[src/rtl/cluster_count_monitor.sv]
// cluster_count_monitor
//   Consumes the per-sample cluster count from the VPF cluster counter. For each valid sample it
//   flags overflow against THRESH, tracks peak occupancy and overflow events, tags the sample with
//   a 12-bit bunch-crossing number and, optionally, queues {bx_tag, count} records into a small
//   FIFO drained through a valid/ready handshake.
//
//   Optional feature macro: CLUSTER_COUNT_RECORD_FIFO_EN
//     defined   : record FIFO, handshake and drop counter are built.
//     undefined : no FIFO storage; rec_valid_o, rec_data_o and drop_events_o tie to 0 and
//                 rec_ready_i is ignored.
//
// Ports
//   clock4x           sole clock
//   reset             asynchronous active-high reset
//   cnt_i             cluster count sample
//   cnt_valid_i       cnt_i is a new sample this cycle
//   bc0_i             BX-zero marker
//   clear_i           synchronous clear of sticky, peak and event counters
//   overflow_o        last sample exceeded THRESH
//   overflow_sticky_o any overflow since reset/clear
//   max_cnt_o         peak count since reset/clear
//   ovf_events_o      overflowing samples, saturating
//   drop_events_o     records lost to a full FIFO, saturating
//   rec_data_o        record {bx_tag[11:0], count}
//   rec_valid_o       record available
//   rec_ready_i       consumer accepts record
module cluster_count_monitor #(
  parameter int unsigned CNT_W      = 11,
  parameter int unsigned THRESH     = 8,
  parameter int unsigned REC_MIN    = 1,
  parameter int unsigned BX_MAX     = 3563,
  parameter int unsigned FIFO_DEPTH = 8,
  parameter int unsigned EVT_W      = 16
) (
  input  logic                clock4x,
  input  logic                reset,
  input  logic [CNT_W-1:0]    cnt_i,
  input  logic                cnt_valid_i,
  input  logic                bc0_i,
  input  logic                clear_i,
  output logic                overflow_o,
  output logic                overflow_sticky_o,
  output logic [CNT_W-1:0]    max_cnt_o,
  output logic [EVT_W-1:0]    ovf_events_o,
  output logic [EVT_W-1:0]    drop_events_o,
  output logic [12+CNT_W-1:0] rec_data_o,
  output logic                rec_valid_o,
  input  logic                rec_ready_i
);

  localparam int unsigned REC_W = 12 + CNT_W;

  localparam logic [CNT_W-1:0] ThreshC = CNT_W'(THRESH);
  localparam logic [CNT_W-1:0] RecMinC = CNT_W'(REC_MIN);
  localparam logic [11:0]      BxMaxC  = 12'(BX_MAX);

  // bx_q holds the tag the next sample will receive unless bc0_i overrides it.
  logic [11:0]      bx_q, bx_d;
  logic [11:0]      tag;
  logic             ovf_q, ovf_d;
  logic             sticky_q, sticky_d;
  logic [CNT_W-1:0] max_q, max_d;
  logic [EVT_W-1:0] ovf_evt_q, ovf_evt_d;
  logic             is_ovf;
  logic             rec_push;

  always_comb begin
    tag       = bc0_i ? 12'd0 : bx_q;
    is_ovf    = cnt_i > ThreshC;
    rec_push  = cnt_valid_i && (cnt_i >= RecMinC);

    bx_d      = bx_q;
    ovf_d     = ovf_q;
    sticky_d  = sticky_q;
    max_d     = max_q;
    ovf_evt_d = ovf_evt_q;

    if (cnt_valid_i) begin
      bx_d = (tag == BxMaxC) ? 12'd0 : tag + 12'd1;
    end else if (bc0_i) begin
      bx_d = 12'd0;
    end

    // Clear first, then apply a coincident sample on top of the cleared state.
    if (clear_i) begin
      sticky_d  = 1'b0;
      max_d     = '0;
      ovf_evt_d = '0;
    end

    if (cnt_valid_i) begin
      ovf_d = is_ovf;
      if (is_ovf) begin
        sticky_d = 1'b1;
        if (ovf_evt_d != '1) begin
          ovf_evt_d = ovf_evt_d + EVT_W'(1);
        end
      end
      if (cnt_i > max_d) begin
        max_d = cnt_i;
      end
    end
  end

  always_ff @(posedge clock4x or posedge reset) begin
    if (reset) begin
      bx_q      <= '0;
      ovf_q     <= 1'b0;
      sticky_q  <= 1'b0;
      max_q     <= '0;
      ovf_evt_q <= '0;
    end else begin
      bx_q      <= bx_d;
      ovf_q     <= ovf_d;
      sticky_q  <= sticky_d;
      max_q     <= max_d;
      ovf_evt_q <= ovf_evt_d;
    end
  end

  assign overflow_o        = ovf_q;
  assign overflow_sticky_o = sticky_q;
  assign max_cnt_o         = max_q;
  assign ovf_events_o      = ovf_evt_q;

`ifdef CLUSTER_COUNT_RECORD_FIFO_EN
  // Pointers carry one extra bit so full and empty are distinguishable by wr - rd.
  localparam int unsigned PTR_W = $clog2(FIFO_DEPTH) + 1;

  logic [REC_W-1:0] mem_q [FIFO_DEPTH];
  logic [PTR_W-1:0] wr_q, wr_d;
  logic [PTR_W-1:0] rd_q, rd_d;
  logic [PTR_W-1:0] occ;
  logic [EVT_W-1:0] drop_q, drop_d;
  logic             full;
  logic             empty;
  logic             pop;
  logic             push_en;
  logic             drop;

  always_comb begin
    occ     = wr_q - rd_q;
    full    = (occ == PTR_W'(FIFO_DEPTH));
    empty   = (occ == '0);
    pop     = !empty && rec_ready_i;
    // A pop in the same cycle frees the slot, so a push at full still lands.
    push_en = rec_push && (!full || pop);
    drop    = rec_push && full && !pop;

    wr_d    = push_en ? wr_q + PTR_W'(1) : wr_q;
    rd_d    = pop ? rd_q + PTR_W'(1) : rd_q;

    drop_d  = clear_i ? '0 : drop_q;
    if (drop && (drop_d != '1)) begin
      drop_d = drop_d + EVT_W'(1);
    end
  end

  always_ff @(posedge clock4x or posedge reset) begin
    if (reset) begin
      wr_q   <= '0;
      rd_q   <= '0;
      drop_q <= '0;
    end else begin
      wr_q   <= wr_d;
      rd_q   <= rd_d;
      drop_q <= drop_d;
    end
  end

  // Storage needs no reset: entries are only observable once the write pointer passes them.
  always_ff @(posedge clock4x) begin
    if (push_en) begin
      mem_q[wr_q[PTR_W-2:0]] <= {tag, cnt_i};
    end
  end

  assign rec_valid_o   = !empty;
  assign rec_data_o    = empty ? '0 : mem_q[rd_q[PTR_W-2:0]];
  assign drop_events_o = drop_q;
`else
  logic unused_fifo_inputs;
  assign unused_fifo_inputs = rec_ready_i ^ rec_push;

  assign rec_valid_o   = 1'b0;
  assign rec_data_o    = '0;
  assign drop_events_o = '0;
`endif

endmodule

[config.mk]
export PLATFORM = sky130hd
export DESIGN_NAME = cluster_count_monitor
export DESIGN_NICKNAME = d
export VERILOG_FILES = /design/src/rtl/cluster_count_monitor.sv
export SDC_FILE = /design/constraint.sdc
export NUM_CORES = 1
export LEC_CHECK = 0
export ABC_AREA = 1
export BUFFER_PORTS_ARGS = -buffer_cell sky130_fd_sc_hd__buf_2
export CORE_MARGIN = 2
export CORE_UTILIZATION = 50
export CTS_BUF_LIST = sky130_fd_sc_hd__clkbuf_4
export DETAILED_ROUTE_END_ITERATION = 8
export HOLD_SLACK_MARGIN = 0.06
export PLACE_DENSITY = 0.9
export SYNTH_ARGS = -nofsm -noshare
export SYNTH_HDL_FRONTEND = slang
export SYNTH_SLANG_ARGS = --single-unit
[constraint.sdc]
create_clock -name clock4x -period 1.8 [get_ports clock4x]
set_input_delay 0.27 -clock clock4x [delete_from_list [all_inputs] [get_ports clock4x]]
set_output_delay 0.27 -clock clock4x [all_outputs]
set_load 0.02 [all_outputs]
==> flow_summary.ini <==
[critical_path]
reg2reg_setup_slack_ns = -0.001
slowest_stage = sky130_fd_sc_hd__dfrtp_1
regToRegStartpoint = max_cnt_o[10]
worstRegToRegCells = 10
r2r-end = max_cnt_o[4]
cp.arrival_ns = 2.07
criticalPathCategory = flop to flop
critical_path.max_stage_delay_ns = 0.44
worst-endpoint-required_ns = 2.07
list_of_cells_traversed_by_the_critical_path = nand2_4 > ha_4 > nand2_2 > nor2_2 > and2_4 > nand4_1 > nand3_4 > buf_2 > nand2_1 > o21ai_1
critical_path.startpoint_type = flop
worstPathMaxFanout = 5
setup.worst_path.end_class = flop

[pwr]
power_per_cell_area_mw_per_mm2 = 551
cellLeakagePower_nw = 1.70
ir_worst_vdd_v = 0.000390
power_mw = 1.62

[global_routing]
grt_first_pass_wirelength_um = 8090
grt_start_max_net_pins = 17
global_route.usage.total_pct = 19.7
vias_in_the_first_global_route = 1903
antenna_found_initial = 0
grt_remaining_overflow = 0

[cells_and_area]
fin_nets = 425
multi_input_area_mm2 = 0.00139
layout.cells.non_filler = 449
diodes = 0
drive_gt1_share_pct = 31.2
areaGrowthSynthToFinish_pct = 25.2
final.fill_count = 373
reg_area_um2 = 727

[yosys]
synth-xor-area-share_pct = 1.87
synth_simple_gate_area_share_pct = 31.1
synth_adder_area_share_pct = 6.41
synthesis.area_mm2 = 0.00234
yosysSeqAreaShare_pct = 31.0
synth_top_cells_by_area = sky130_fd_sc_hd__dfrtp_1 31%, sky130_fd_sc_hd__buf_4 13%, sky130_fd_sc_hd__nand2_1 13%
dominant_combinational_cell_family_by_area_after_synthesis = simple AND/OR/NAND/NOR gates
yosysTopAreaCellShare_pct = 31.0
post-synth-top-area-cell = sky130_fd_sc_hd__dfrtp_1
netlist_instances = 323
yosys_warnings = 0
synth.mux.area_fraction_pct = 0
ys_ff_latch = 29
yosys.cell_types.count = 32
synth_compound_area_share_pct = 5.40
syn-mean-instance-area_um2 = 7.25

[timing]
setup_viol = 1
clock-skew-final_ns = 0.00773
transition_at_the_pin_with_the_smallest_max_transition_slack_ns = 0.673
post-route-period-util_pct = 100
slew-limit-headroom_pct = 55.1
rsz0062_at_grt = yes
fin_ws_ns = -0.000991
finalHoldViolCount = 0
report.final.slew_viol_count = 0
max_freq_ghz = 0.555
final_period_minus_worst_setup_slack_ns = 1.80

[status]
outcome = complete, but fails checks
failing_checks = setup timing

[placement]
finalWeightedCongestion = 0.877
pre_cts_slack_ns = -0.125
number_of_i_o_port_buffers = 43
dp_hpwl_um = 4040
placed_cells = 432

[routing]
tritonroute_pass_1_iters = 4
post-route-drc-count = 0
drt_wl_total_um = 5610
routed_via_density = 4.89
drt_first_iter_violations = 79
drt.antenna.violating_nets = 0
num_vias = 2197
wl_per_cell_um = 12.5

[clock_network]
cts-htree-levels = 2
cts_tree = built
cts-buffers-inserted = 5
worstSkewPairLatency_ns = 0.34
clkSlewWorstSetupHoldPaths_ns = 0.10
clock_tree.root_cell = sky130_fd_sc_hd__clkbuf_4
max-clock-path-buffers = 2
cts.sinks = 29

[die]
die_h_um = 72.4
floorplan.die_area_mm2 = 0.00525
rows = 24
core_region_area_mm2 = 0.00444
ios = 86
chipWidth_um = 72.4
initial_core_util_pct = 52.7

[hold_path]
timing.hold.worst_endpoint = max_cnt_o[7]
whs_path_depth = 3
hold_path.startpoint = cnt_i[7]
hp-class = primary input to flop

[job]
max_cap_violations = 0
per-layer routing:
metal	global-route usage (%)	vias to the layer above	wire, um
li1	-	1080	-
met1	23.0	1026	2250
met2	35.6	74	2960
met3	4.03	17	273
met4	7.20	0	130
met5	0	-	0
final cells by class:
| type | count | area share, % |
|---|---|---|
| Inverter | 51 | 6.96 |
| Clock buffer | 5 | 1.28 |
| Clock inverter | 3 | 0.427 |
| Sequential cell | 29 | 24.8 |
| Multi-Input combinational cell | 234 | 47.4 |
| Tap cell | 52 | 2.22 |
| Timing Repair Buffer | 75 | 16.9 |
report_power, final:
part | total [mW] | switching [mW] | internal (mW) | leakage [nW]
clock | 0.389 | 0.248 | 0.141 | 0.0300
combinational | 0.509 | 0.328 | 0.181 | 1.29
sequential | 0.718 | 0.0281 | 0.690 | 0.384
repair_timing:
item | in CTS | in global routing
pin swaps | 2 | 14
hold endpoints to repair | 14 | 0
hold buffers | 1 | 0
gates cloned | 0 | 3
resized for setup | 1 | 27
endpoints found under the setup margin | 3 | 25
buffers inserted | 1 | 4
cells in the mapped netlist:
| cell type | n |
|---|---|
| sky130_fd_sc_hd__o21a_1 | 1 |
| sky130_fd_sc_hd__buf_4 | 40 |
| sky130_fd_sc_hd__nand2_1 | 79 |
| sky130_fd_sc_hd__nand4_1 | 10 |
| sky130_fd_sc_hd__nand4_4 | 1 |
| sky130_fd_sc_hd__xor2_1 | 2 |
| sky130_fd_sc_hd__nand3_1 | 25 |
| sky130_fd_sc_hd__clkinv_4 | 1 |
| sky130_fd_sc_hd__nor3_4 | 1 |
| sky130_fd_sc_hd__nand2_4 | 1 |
| sky130_fd_sc_hd__buf_6 | 3 |
| sky130_fd_sc_hd__buf_2 | 2 |
| sky130_fd_sc_hd__clkinv_1 | 1 |
| sky130_fd_sc_hd__conb_1 | 1 |
| sky130_fd_sc_hd__inv_2 | 2 |
| sky130_fd_sc_hd__nor2_1 | 26 |
| sky130_fd_sc_hd__dfrtp_1 | 29 |
| sky130_fd_sc_hd__nor3_1 | 1 |
| sky130_fd_sc_hd__inv_1 | 47 |
| sky130_fd_sc_hd__nor2_4 | 2 |
| sky130_fd_sc_hd__and2_1 | 1 |
| sky130_fd_sc_hd__nand3_2 | 5 |
| sky130_fd_sc_hd__ha_1 | 12 |
| sky130_fd_sc_hd__buf_8 | 1 |
| sky130_fd_sc_hd__xnor2_1 | 3 |
| sky130_fd_sc_hd__o21bai_1 | 2 |
| sky130_fd_sc_hd__a21oi_2 | 1 |
| sky130_fd_sc_hd__nor2_2 | 1 |
| sky130_fd_sc_hd__clkbuf_1 | 2 |
| sky130_fd_sc_hd__o21ai_0 | 14 |
| sky130_fd_sc_hd__a21oi_1 | 5 |
| sky130_fd_sc_hd__nand3b_1 | 1 |
state kept, by name, indices dropped and copies added (netlist names):
name / flops
ovf_events_o: 16
overflow_o: 1
overflow_sticky_o: 1
max_cnt_o: 11
worst max-delay path: cells and delay by family, from the launching register on:
kind	cells	cell delay (ns)
AND/OR/NAND/NOR	7	0.79
flip-flops	1	0.44
adder cells (fa/ha/maj)	1	0.28
buffers and inverters	1	0.17
AO/OA/AOI/OAI	1	0.06
worst max path at each step:
stage	startpoint	depth (start not counted)	end
6_report	max_cnt_o[10]	10	max_cnt_o[4]
3_5_place_dp	clear_i	12	max_cnt_o[0]
5_1_grt	ovf_events_o[0]	11	ovf_events_o[11]
2_1_floorplan	clear_i	16	max_cnt_o[0]
4_1_cts	ovf_events_o[1]	11	ovf_events_o[4]
3_3_place_gp	clear_i	11	ovf_events_o[4]
cells by family after synthesis:
family / count (synthesis)
xor+xnor: 5
simple gates: 154
fa+ha+maj: 12
other cells: 1
compound gates: 23
flops: 29
buf+inv: 99
stage by stage:
stage	setup TNS, ns	utilization, %	cell area (um^2)	hold WS [ns]
floorplan	-2.14	-	2620	0.348
global placement	-0.528	60.5	2690	0.389
detailed placement	-1.73	60.5	2690	0.390
CTS	0	62.1	2760	0.194
global route	-0.926	66.0	2930	0.207
finish	-0.000991	66.0	2930	0.198
cell usage in the layout, fill, tap and decap left out, types with 2 or more instances in the layout:
cell / Yosys / final
sky130_fd_sc_hd__a21oi_1: 5 / 5
sky130_fd_sc_hd__buf_2: 2 / 44
sky130_fd_sc_hd__buf_4: 40 / 25
sky130_fd_sc_hd__buf_6: 3 / 3
sky130_fd_sc_hd__clkbuf_4: 0 / 5
sky130_fd_sc_hd__clkinv_1: 1 / 3
sky130_fd_sc_hd__conb_1: 1 / 40
sky130_fd_sc_hd__dfrtp_1: 29 / 28
sky130_fd_sc_hd__ha_1: 12 / 5
sky130_fd_sc_hd__ha_4: 0 / 7
sky130_fd_sc_hd__inv_1: 47 / 45
sky130_fd_sc_hd__inv_2: 2 / 4
sky130_fd_sc_hd__nand2_1: 79 / 70
sky130_fd_sc_hd__nand2_2: 0 / 4
sky130_fd_sc_hd__nand2_4: 1 / 6
sky130_fd_sc_hd__nand3_1: 25 / 20
sky130_fd_sc_hd__nand3_2: 5 / 9
sky130_fd_sc_hd__nand4_1: 10 / 10
sky130_fd_sc_hd__nor2_1: 26 / 22
sky130_fd_sc_hd__nor2_2: 1 / 3
sky130_fd_sc_hd__nor2_4: 2 / 4
sky130_fd_sc_hd__o21ai_0: 14 / 3
sky130_fd_sc_hd__o21ai_1: 0 / 11
sky130_fd_sc_hd__o21bai_1: 2 / 2
sky130_fd_sc_hd__xnor2_1: 3 / 3
sky130_fd_sc_hd__xor2_1: 2 / 2
Note: power is estimated with default switching activity, not from simulation.
